<file path="config.mk">
export PLATFORM = sky130hd
export DESIGN_NAME = id_ex_fwd_stage
export DESIGN_NICKNAME = d
export VERILOG_FILES = /design/src/rtl/mips_pkg.sv /design/src/rtl/fwd_sel.sv /design/src/rtl/id_ex_fwd_stage.sv
export SDC_FILE = /design/constraint.sdc
export NUM_CORES = 1
export LEC_CHECK = 0
export CAP_MARGIN = 40
export CORE_MARGIN = 2
export CORE_UTILIZATION = 36
export CTS_CLUSTER_SIZE = 40
export DETAILED_ROUTE_END_ITERATION = 12
export PLACE_DENSITY_LB_ADDON = 0.3
export SYNTH_ARGS = -nofsm -noshare
export SYNTH_HDL_FRONTEND = slang
export SYNTH_SLANG_ARGS = --single-unit
export TNS_END_PERCENT = 1
</file>
<file path="constraint.sdc">
create_clock -name clk -period 4.7 [get_ports clk]
set_clock_uncertainty 0.05 [all_clocks]
set_input_delay 0.47 -clock clk [delete_from_list [all_inputs] [get_ports clk]]
set_output_delay 0.47 -clock clk [all_outputs]
set_load 0.03 [all_outputs]
</file>
<file path="src/rtl/mips_pkg.sv">
// Shared definitions for the MIPS pipeline: control-word layout,
// forwarding-mux select encodings and the hard-wired zero register.
package mips_pkg;

    // Packed control word, MSB first:
    // {reg_write, mem_to_reg, mem_read, mem_write, alu_src, reg_dst, alu_op[3:0]}
    typedef struct packed {
        logic       reg_write;
        logic       mem_to_reg;
        logic       mem_read;
        logic       mem_write;
        logic       alu_src;
        logic       reg_dst;
        logic [3:0] alu_op;
    } ctl_t;

    localparam int CTL_W = $bits(ctl_t);

    // Bit offsets of the control fields inside the packed word
    localparam int CTL_REG_WRITE = 9;
    localparam int CTL_MEM_READ  = 7;

    // Select encodings for the EX operand 3:1 muxes
    typedef enum logic [1:0] {
        FWD_REG   = 2'd0,
        FWD_EXMEM = 2'd1,
        FWD_MEMWB = 2'd2
    } fwd_sel_e;

    // $0 is hard-wired to zero and never forwarded or hazard-checked
    localparam int REG_ZERO = 0;

endpackage

</file>
<file path="src/rtl/fwd_sel.sv">
// Forwarding select for one EX operand. EX/MEM wins over MEM/WB because
// it carries the newer value; $0 is never forwarded; bubbles select the
// ID/EX register path.
module fwd_sel
    import mips_pkg::*;
#(
    parameter int REG_AW = 5
) (
    input  logic [REG_AW-1:0] src_i,
    input  logic [REG_AW-1:0] exmem_rd_i,
    input  logic              exmem_we_i,
    input  logic [REG_AW-1:0] memwb_rd_i,
    input  logic              memwb_we_i,
    input  logic              valid_i,
    output logic [1:0]        sel_o
);

    localparam logic [REG_AW-1:0] ZERO_REG = REG_AW'(REG_ZERO);

    // Priority compare: EX/MEM first, then MEM/WB, else register data
    always_comb begin
        sel_o = FWD_REG;
        if (valid_i) begin
            if (exmem_we_i && (exmem_rd_i != ZERO_REG) && (exmem_rd_i == src_i)) begin
                sel_o = FWD_EXMEM;
            end else if (memwb_we_i && (memwb_rd_i != ZERO_REG) && (memwb_rd_i == src_i)) begin
                sel_o = FWD_MEMWB;
            end
        end
    end

endmodule

</file>
<file path="src/rtl/id_ex_fwd_stage.sv">
// ID/EX pipeline register with EX-side forwarding selects and load-use
// hazard detection. A load in EX whose rt feeds the instruction in ID
// raises a one-cycle stall and a bubble is loaded instead.
module id_ex_fwd_stage
#(
    parameter int DATA_W = 32,
    parameter int REG_AW = 5,
    parameter int CTL_W  = mips_pkg::CTL_W,
    parameter int CNT_W  = 16
) (
    input  logic              clk,
    input  logic              rst,
    input  logic              id_valid,
    input  logic [CTL_W-1:0]  id_ctl,
    input  logic [REG_AW-1:0] id_rs,
    input  logic [REG_AW-1:0] id_rt,
    input  logic [REG_AW-1:0] id_rd,
    input  logic [DATA_W-1:0] id_rd1,
    input  logic [DATA_W-1:0] id_rd2,
    input  logic [DATA_W-1:0] id_imm,
    input  logic              flush,
    input  logic [REG_AW-1:0] exmem_rd,
    input  logic              exmem_reg_write,
    input  logic [REG_AW-1:0] memwb_rd,
    input  logic              memwb_reg_write,
    output logic              ex_valid,
    output logic [CTL_W-1:0]  ex_ctl,
    output logic [REG_AW-1:0] ex_rs,
    output logic [REG_AW-1:0] ex_rt,
    output logic [REG_AW-1:0] ex_rd,
    output logic [DATA_W-1:0] ex_rd1,
    output logic [DATA_W-1:0] ex_rd2,
    output logic [DATA_W-1:0] ex_imm,
    output logic [1:0]        ex_fwd_a,
    output logic [1:0]        ex_fwd_b,
    output logic              stall,
    output logic [CNT_W-1:0]  stall_count
);

    import mips_pkg::*;

    localparam logic [REG_AW-1:0] ZERO_REG = REG_AW'(REG_ZERO);

    logic              ex_valid_q, ex_valid_d;
    logic [CTL_W-1:0]  ex_ctl_q,   ex_ctl_d;
    logic [REG_AW-1:0] ex_rs_q,    ex_rs_d;
    logic [REG_AW-1:0] ex_rt_q,    ex_rt_d;
    logic [REG_AW-1:0] ex_rd_q,    ex_rd_d;
    logic [DATA_W-1:0] ex_rd1_q,   ex_rd1_d;
    logic [DATA_W-1:0] ex_rd2_q,   ex_rd2_d;
    logic [DATA_W-1:0] ex_imm_q,   ex_imm_d;
    logic [CNT_W-1:0]  stall_cnt_q, stall_cnt_d;
    logic              load_use;
    logic              bubble;

    // Load in EX whose destination (rt) is a source of the valid ID instruction
    always_comb begin
        load_use = ex_valid_q && ex_ctl_q[CTL_MEM_READ] && id_valid
                   && (ex_rt_q != ZERO_REG)
                   && ((ex_rt_q == id_rs) || (ex_rt_q == id_rt));
    end

    // Next-state: data fields always follow ID; flush or stall turns the slot into a bubble
    always_comb begin
        bubble      = flush || load_use;
        ex_rs_d     = id_rs;
        ex_rt_d     = id_rt;
        ex_rd_d     = id_rd;
        ex_rd1_d    = id_rd1;
        ex_rd2_d    = id_rd2;
        ex_imm_d    = id_imm;
        ex_valid_d  = id_valid && !bubble;
        ex_ctl_d    = ex_valid_d ? id_ctl : '0;
        stall_cnt_d = stall_cnt_q;
        // flush already squashes the slot, so a coincident stall is not counted
        if (load_use && !flush && (stall_cnt_q != '1)) begin
            stall_cnt_d = stall_cnt_q + 1'b1;
        end
    end

    // ID/EX register and stall counter
    always_ff @(posedge clk or posedge rst) begin
        if (rst) begin
            ex_valid_q  <= 1'b0;
            ex_ctl_q    <= '0;
            ex_rs_q     <= '0;
            ex_rt_q     <= '0;
            ex_rd_q     <= '0;
            ex_rd1_q    <= '0;
            ex_rd2_q    <= '0;
            ex_imm_q    <= '0;
            stall_cnt_q <= '0;
        end else begin
            ex_valid_q  <= ex_valid_d;
            ex_ctl_q    <= ex_ctl_d;
            ex_rs_q     <= ex_rs_d;
            ex_rt_q     <= ex_rt_d;
            ex_rd_q     <= ex_rd_d;
            ex_rd1_q    <= ex_rd1_d;
            ex_rd2_q    <= ex_rd2_d;
            ex_imm_q    <= ex_imm_d;
            stall_cnt_q <= stall_cnt_d;
        end
    end

    fwd_sel #(.REG_AW(REG_AW)) u_fwd_a (
        .src_i      (ex_rs_q),
        .exmem_rd_i (exmem_rd),
        .exmem_we_i (exmem_reg_write),
        .memwb_rd_i (memwb_rd),
        .memwb_we_i (memwb_reg_write),
        .valid_i    (ex_valid_q),
        .sel_o      (ex_fwd_a)
    );

    fwd_sel #(.REG_AW(REG_AW)) u_fwd_b (
        .src_i      (ex_rt_q),
        .exmem_rd_i (exmem_rd),
        .exmem_we_i (exmem_reg_write),
        .memwb_rd_i (memwb_rd),
        .memwb_we_i (memwb_reg_write),
        .valid_i    (ex_valid_q),
        .sel_o      (ex_fwd_b)
    );

    assign ex_valid    = ex_valid_q;
    assign ex_ctl      = ex_ctl_q;
    assign ex_rs       = ex_rs_q;
    assign ex_rt       = ex_rt_q;
    assign ex_rd       = ex_rd_q;
    assign ex_rd1      = ex_rd1_q;
    assign ex_rd2      = ex_rd2_q;
    assign ex_imm      = ex_imm_q;
    assign stall       = load_use;
    assign stall_count = stall_cnt_q;

endmodule

</file>
==> impl_metrics.xml, run 1 <==
<?xml version="1.0" encoding="UTF-8"?>
<metrics>
  <group name="status">
    <metric name="status" unit="">complete, no violations</metric>
  </group>
  <group name="detailed_routing">
    <metric name="drc_errors" unit="">0</metric>
    <metric name="drt_first_iter_violations" unit="">131</metric>
    <metric name="drt.antenna.violating_nets" unit="">0</metric>
    <metric name="route.final.wire_length" unit="mm">13.9</metric>
    <metric name="vias_per_cell" unit="">4.38</metric>
    <metric name="drt-wirelength-per-cell" unit="um">18.7</metric>
    <metric name="dr.pass1.iters" unit="">4</metric>
    <metric name="vias" unit="">3250</metric>
  </group>
  <group name="timing">
    <metric name="rsz_0062_raised_after_global_routing" unit="">false</metric>
    <metric name="fin_worst_hold_slack" unit="ps">407</metric>
    <metric name="max_slew.worst_pin.slew" unit="ps">540</metric>
    <metric name="post-route-min-period" unit="ps">3390</metric>
    <metric name="report.final.slew_viol_count" unit="">0</metric>
    <metric name="period_share" unit="">0.722</metric>
    <metric name="finalHoldViolations" unit="">0</metric>
    <metric name="setup_viol" unit="">0</metric>
    <metric name="max_slew_margin" unit="">0.635</metric>
    <metric name="fmax" unit="MHz">295</metric>
    <metric name="fin_tns_setup" unit="ps">0</metric>
  </group>
  <group name="clocking">
    <metric name="post_cts_buffers" unit="">0</metric>
    <metric name="cts_tree" unit="">yes</metric>
    <metric name="clkSlewWorstSetupHoldPaths" unit="ps">60</metric>
    <metric name="number_of_resized_instances_in_the_post_cts_repair_step" unit="">0</metric>
    <metric name="tritoncts.num_buffers" unit="">17</metric>
    <metric name="cts-htree-levels" unit="">4</metric>
    <metric name="worst_skew_pair.late_latency" unit="ps">410</metric>
    <metric name="holdBufCountCts" unit="">0</metric>
    <metric name="clock_path_buffers" unit="">2</metric>
    <metric name="cts.root.buffer_cell" unit="">sky130_fd_sc_hd__clkbuf_16</metric>
    <metric name="tritoncts_num_sinks" unit="">138</metric>
  </group>
  <group name="finish">
    <metric name="design_area" unit="mm^2">0.00803</metric>
    <metric name="final_layout_size_suffix_gt1_frac" unit="">0.0855</metric>
    <metric name="fin_nets" unit="">698</metric>
    <metric name="areaGrowthSynthToFinish" unit="%">80.1</metric>
    <metric name="post_layout_nonfiller_instances" unit="">742</metric>
    <metric name="final_cell_mix" unit="">sky130_fd_sc_hd__clkdlybuf4s50_1 (279), sky130_fd_sc_hd__dfrtp_1 (138), sky130_fd_sc_hd__xor2_1 (35), sky130_fd_sc_hd__clkbuf_16 (17), sky130_fd_sc_hd__and2_1 (12)</metric>
    <metric name="final_common_cell" unit="">sky130_fd_sc_hd__clkdlybuf4s50_1</metric>
    <metric name="filler_cell_count" unit="">866</metric>
  </group>
  <group name="setup_path">
    <metric name="crit_buf_inv" unit="">2</metric>
    <metric name="timing.critical_path.max_delay_family" unit="">buffers and inverters</metric>
    <metric name="reg2reg_path_depth" unit="">7</metric>
    <metric name="crit_path_max_cell_delay" unit="ps">730</metric>
    <metric name="timing.critical_path.required" unit="ps">4180</metric>
    <metric name="critical_path_launch_point_type" unit="">input pin</metric>
    <metric name="worst_setup_path_end_kind" unit="">output pin</metric>
    <metric name="crit_cells" unit="">6</metric>
    <metric name="slowest_stage" unit="">sky130_fd_sc_hd__clkdlybuf4s50_1</metric>
    <metric name="critical_path_arrival" unit="ps">2870</metric>
    <metric name="crit_path_max_fanout" unit="">3</metric>
    <metric name="criticalPathCategory" unit="">in2out</metric>
    <metric name="cp_cell_sequence" unit="">clkdlybuf4s50_1 -&gt; or4_1 -&gt; o21ai_0 -&gt; nor4_1 -&gt; nor4_1 -&gt; clkdlybuf4s50_1</metric>
  </group>
  <group name="min_path">
    <metric name="min_path_type" unit="">in2async</metric>
  </group>
  <group name="synth">
    <metric name="synthesis.area_per_instance" unit="um^2">16.6</metric>
    <metric name="syn_nets" unit="">406</metric>
    <metric name="postSynth.topFlopCell" unit="">sky130_fd_sc_hd__dfrtp_1</metric>
    <metric name="synth_largest_type_area_fraction" unit="">0.775</metric>
    <metric name="synthCells" unit="">268</metric>
    <metric name="synthDistinctLibCells" unit="">37</metric>
    <metric name="ys_seq_elements" unit="">138</metric>
    <metric name="async_flop_share" unit="">1.00</metric>
    <metric name="netlist_top_cells_area" unit="">sky130_fd_sc_hd__dfrtp_1 (77%), sky130_fd_sc_hd__xor2_1 (6.9%), sky130_fd_sc_hd__xnor2_1 (2.0%)</metric>
    <metric name="syn-cell-area" unit="mm^2">0.00446</metric>
    <metric name="netlist.top_cell.by_area" unit="">sky130_fd_sc_hd__dfrtp_1</metric>
    <metric name="synth_edf_count" unit="">0</metric>
    <metric name="ys_seq_area_frac" unit="">0.775</metric>
    <metric name="synth-warning-count" unit="">0</metric>
  </group>
  <group name="floorplan">
    <metric name="die_area" unit="mm^2">0.0133</metric>
    <metric name="die_height" unit="um">115</metric>
    <metric name="core_footprint" unit="mm^2">0.0121</metric>
    <metric name="fp-row-count" unit="">40</metric>
    <metric name="initial_core_util" unit="">0.370</metric>
    <metric name="chipWidth" unit="um">115</metric>
    <metric name="pin_count" unit="">280</metric>
  </group>
  <group name="placed_design">
    <metric name="placement.io_buffers" unit="">279</metric>
    <metric name="dp_hpwl" unit="mm">10.7</metric>
    <metric name="dp.cells" unit="">709</metric>
    <metric name="postPlaceCellArea" unit="mm^2">0.00745</metric>
    <metric name="globalplace.congestion" unit="">0.795</metric>
  </group>
  <group name="pwr">
    <metric name="power_density" unit="mW/mm^2">370</metric>
    <metric name="static-leakage-power" unit="nW">3.44</metric>
    <metric name="max-vdd-ir-drop" unit="V">0.000301</metric>
  </group>
  <group name="global_route">
    <metric name="track_usage" unit="">0.219</metric>
    <metric name="pin_count_of_the_biggest_net_entering_global_routing" unit="">64</metric>
    <metric name="wire_length_of_the_first_global_routing_pass" unit="mm">20.9</metric>
    <metric name="grt_antenna_before_repair" unit="">1</metric>
    <metric name="grt_pass1_vias" unit="">3801</metric>
    <metric name="grt-ovfl-total" unit="">0</metric>
  </group>
  <group name="flow_run">
    <metric name="drv_cap" unit="">0</metric>
  </group>
</metrics>
==> where the power goes <==
part	switching, mW	internal (mW)
logic	0.199	0.206
registers	0.0243	1.24
clock network	0.489	0.809
==> sequential cells by signal, indices dropped and copies added, names as in the netlist <==
register     cells
ex_imm          32
ex_rd1          32
ex_rd2          32
stall_count     16
ex_ctl          10
ex_rd            5
ex_rs            5
ex_rt            5
ex_valid         1
==> logic make-up after synthesis <==
| kind of cell | after synthesis | share of synthesized area |
|---|---|---|
| XOR/XNOR | 45 | 0.0884 |
| adder cells (fa/ha/maj) | 1 | 0.00281 |
| AO/OA/AOI/OAI | 4 | 0.00561 |
| flip-flops | 138 | 0.775 |
| buffers and inverters | 13 | 0.0174 |
| AND/OR/NAND/NOR | 66 | 0.109 |
| multiplexers | 1 | 0.00253 |
==> cells in the mapped netlist, types with 2 or more instances <==
library cell	count
sky130_fd_sc_hd__buf_2	5
sky130_fd_sc_hd__xnor2_1	10
sky130_fd_sc_hd__buf_6	3
sky130_fd_sc_hd__nor3_2	2
sky130_fd_sc_hd__nand3_1	6
sky130_fd_sc_hd__and2_1	12
sky130_fd_sc_hd__inv_1	3
sky130_fd_sc_hd__nand2_1	5
sky130_fd_sc_hd__dfrtp_1	138
sky130_fd_sc_hd__or4_1	6
sky130_fd_sc_hd__nor4_2	5
sky130_fd_sc_hd__nor3_1	4
sky130_fd_sc_hd__nor2_1	6
sky130_fd_sc_hd__nor4b_1	2
sky130_fd_sc_hd__nor4_1	5
sky130_fd_sc_hd__xor2_1	35
==> area by class of cell <==
class	instances	area, um^2	area share
clock buffers	22	464	0.0578
multi-input cells	117	927	0.115
clock inverters	10	118	0.0146
well taps	168	210	0.0262
flip-flops and latches	138	3450	0.430
inverters	4	20.0	0.00249
repair buffers	282	2840	0.353
diodes	1	2.50	0.000312
==> per-stage QoR <==
| stage | setup WS (ps) | util | total power, mW |
|---|---|---|---|
| 2_1_floorplan | 484 | - | 1.44 |
| 3_3_place_gp | 1420 | 0.615 | 1.68 |
| 4_1_cts | 1310 | 0.666 | 3.00 |
| 5_1_grt | 1250 | 0.666 | 3.08 |
| 6_report | 1310 | 0.666 | 2.97 |
| 3_5_place_dp | 1320 | 0.617 | 1.69 |
==> metal layers <==
metal / vias up / wire, um / GRT usage
met3: 24 / 1770 / 0.128
li1: 1466 / - / -
met1: 1602 / 4380 / 0.211
met5: - / 0 / 0
met2: 158 / 7320 / 0.376
met4: 0 / 403 / 0.101
==> final timing paths <==
kind	startpoint	endpoint	slack (ps)
worst max register to register	stall_count[0]	stall_count[11]	2520
worst min-delay path	rst	ex_rd1[9]	410
worst min register to register	stall_count[8]	stall_count[8]	460
max in group asynchronous	rst	ex_imm[16]	3110
min in group clk	id_rd2[3]	ex_rd2[3]	440
worst max-delay path	exmem_rd[0]	ex_fwd_b[1]	1310
Note: power is estimated with default switching activity, not from simulation.
==> run 2, diff against run 1 <==
Settings changed: CORE_UTILIZATION 36 to 33.
Clock period 4.7 ns to 2.85 ns, I/O delays scaled along.
==> impl_metrics.xml, run 2 (synthesis gave the netlist of run 1 again) <==
<?xml version="1.0" encoding="UTF-8"?>
<metrics>
  <group name="finish">
    <metric name="finalCoreUtilization" unit="">0.610</metric>
    <metric name="final_layout_size_suffix_gt1_frac" unit="">0.0957</metric>
    <metric name="diodes" unit="">0</metric>
    <metric name="areaGrowthSynthToFinish" unit="%">81.3</metric>
    <metric name="final_common_cell" unit="">sky130_fd_sc_hd__clkdlybuf4s50_1</metric>
    <metric name="fin_nets" unit="">700</metric>
    <metric name="final_cell_mix" unit="">sky130_fd_sc_hd__clkdlybuf4s50_1 (277), sky130_fd_sc_hd__dfrtp_1 (138), sky130_fd_sc_hd__xor2_1 (35), sky130_fd_sc_hd__clkbuf_16 (17), sky130_fd_sc_hd__and2_1 (12)</metric>
  </group>
  <group name="timing">
    <metric name="fin_tns_setup" unit="ps">0</metric>
    <metric name="post-route-min-period" unit="ps">2730</metric>
    <metric name="report.final.slew_viol_count" unit="">0</metric>
    <metric name="setup_viol" unit="">0</metric>
    <metric name="max_slew.worst_pin.slew" unit="ps">640</metric>
    <metric name="max_slew_margin" unit="">0.567</metric>
    <metric name="fmax" unit="MHz">367</metric>
    <metric name="finalHoldViolations" unit="">0</metric>
    <metric name="period_share" unit="">0.956</metric>
  </group>
  <group name="clocking">
    <metric name="post_cts_buffers" unit="">0</metric>
    <metric name="cts.root.buffer_cell" unit="">sky130_fd_sc_hd__clkbuf_16</metric>
    <metric name="tritoncts_num_sinks" unit="">138</metric>
    <metric name="number_of_resized_instances_in_the_post_cts_repair_step" unit="">0</metric>
    <metric name="cts-htree-levels" unit="">4</metric>
    <metric name="worst_skew_pair.late_latency" unit="ps">410</metric>
    <metric name="tritoncts.num_buffers" unit="">17</metric>
    <metric name="clock_path_buffers" unit="">2</metric>
    <metric name="cts_tree" unit="">yes</metric>
    <metric name="holdBufCountCts" unit="">0</metric>
    <metric name="clkSlewWorstSetupHoldPaths" unit="ps">60</metric>
  </group>
  <group name="setup_path">
    <metric name="rrSetupSlack" unit="ps">640</metric>
    <metric name="regToRegEndpoint" unit="">stall_count[11]</metric>
    <metric name="criticalPathCategory" unit="">reg2out</metric>
    <metric name="critical_path_launch_point_type" unit="">flop</metric>
    <metric name="critical_path_arrival" unit="ps">2390</metric>
    <metric name="timing.critical_path.required" unit="ps">2520</metric>
    <metric name="crit_path_max_fanout" unit="">6</metric>
    <metric name="rr_startpoint" unit="">stall_count[0]</metric>
    <metric name="worst_setup_path_end_kind" unit="">output pin</metric>
    <metric name="reg2reg_path_depth" unit="">7</metric>
  </group>
  <group name="global_route">
    <metric name="track_usage" unit="">0.195</metric>
    <metric name="wire_length_of_the_first_global_routing_pass" unit="mm">20.4</metric>
    <metric name="pin_count_of_the_biggest_net_entering_global_routing" unit="">86</metric>
    <metric name="grt-ovfl-total" unit="">0</metric>
    <metric name="grt_antenna_before_repair" unit="">0</metric>
    <metric name="grt_pass1_vias" unit="">3714</metric>
  </group>
  <group name="min_path">
    <metric name="min_path_type" unit="">in2async</metric>
  </group>
  <group name="floorplan">
    <metric name="fp-row-count" unit="">42</metric>
    <metric name="chipWidth" unit="um">120</metric>
    <metric name="die_area" unit="mm^2">0.0145</metric>
    <metric name="pin_count" unit="">280</metric>
    <metric name="die_height" unit="um">120</metric>
    <metric name="core_footprint" unit="mm^2">0.0132</metric>
    <metric name="initial_core_util" unit="">0.337</metric>
  </group>
  <group name="detailed_routing">
    <metric name="route.final.wire_length" unit="mm">13.7</metric>
    <metric name="drt_first_iter_violations" unit="">124</metric>
    <metric name="vias_per_cell" unit="">4.33</metric>
    <metric name="drc_errors" unit="">0</metric>
    <metric name="dr.pass1.iters" unit="">4</metric>
    <metric name="drt.antenna.violating_nets" unit="">0</metric>
    <metric name="vias" unit="">3255</metric>
    <metric name="drt-wirelength-per-cell" unit="um">18.2</metric>
  </group>
  <group name="status">
    <metric name="status" unit="">complete, no violations</metric>
  </group>
  <group name="placed_design">
    <metric name="globalplace.congestion" unit="">0.818</metric>
    <metric name="placement.io_buffers" unit="">279</metric>
    <metric name="dp_hpwl" unit="mm">10.3</metric>
  </group>
  <group name="pwr">
    <metric name="max-vdd-ir-drop" unit="V">0.000454</metric>
    <metric name="static-leakage-power" unit="nW">3.47</metric>
    <metric name="power_density" unit="mW/mm^2">619</metric>
  </group>
  <group name="flow_run">
    <metric name="drv_cap" unit="">0</metric>
  </group>
</metrics>
## run 2: cell types whose count changed in the layout (fill, tap and decap cells not counted), sizes merged
cell           change
buf                +4
bufinv             +1
clkbuf             +1
clkdlybuf4s50      -2
clkinv             +1
clkinvlp           -2
diode              -1
inv                -1
## run 2: how the worst max path moves through the flow
| stage | depth (start not counted) | end | start | slack [ps] |
|---|---|---|---|---|
| final | 5 | ex_fwd_b[0] | ex_rt[4] | 120 |
| after global routing | 5 | ex_fwd_b[0] | ex_rt[4] | -20 |
| after CTS | 5 | ex_fwd_b[0] | ex_rt[4] | 60 |
| after detailed placement | 6 | ex_fwd_b[0] | exmem_rd[0] | 110 |
| after global placement | 6 | ex_fwd_b[0] | exmem_rd[0] | 190 |
| after floorplan | 4 | ex_fwd_b[1] | ex_rt[4] | 290 |
## run 2: worst max-delay path, cell delays in order (launching register included)
cell and delay [ps]:
sky130_fd_sc_hd__dfrtp_1 530, sky130_fd_sc_hd__xnor2_1 170, sky130_fd_sc_hd__nand3_1 120, sky130_fd_sc_hd__nor4_2 320, sky130_fd_sc_hd__and2_1 170, sky130_fd_sc_hd__clkdlybuf4s50_1 660
## run 2: metrics by stage
step / power [mW] / worst slack (ps) / hold slack, ps / area, um^2 / std cells
final: 5.00 / 125 / 194 / 8080 / 751
after global routing: 5.20 / -23.1 / 224 / 8080 / 751
after CTS: 5.07 / 58.9 / 186 / 8080 / 751
after detailed placement: 2.79 / 109 / 433 / 7460 / 719
after global placement: 2.78 / 189 / 429 / 7460 / 719
after floorplan: 2.38 / 290 / 266 / 4460 / 268
## run 2: cell type report
type                            count  area (um^2)
Fill cell                        1041         5160
Sequential cell                   138         3450
Timing Repair Buffer              284         2840
Multi-Input combinational cell    117          938
Clock buffer                       23          478
Tap cell                          176          220
Clock inverter                      9          138
Inverter                            4         18.8
## run 2: per-layer routing
layer | track usage | vias up | routed length (um)
met5 | 0 | - | 0
met4 | 0.0872 | 0 | 361
met3 | 0.117 | 26 | 1700
met2 | 0.338 | 170 | 7150
met1 | 0.184 | 1588 | 4460
li1 | - | 1471 | -
## run 2: report_power, final
part | internal [mW] | switching (mW)
Clock | 1.45 | 0.800
Combinational | 0.339 | 0.327
Sequential | 2.05 | 0.0399
Total | 3.84 | 1.17
==> run 3, diff against run 2 <==
Settings changed: CTS_CLUSTER_SIZE 40 to 30.
==> results of run 3 <==
Final layout, timing and power as in run 2 (identical DEF).
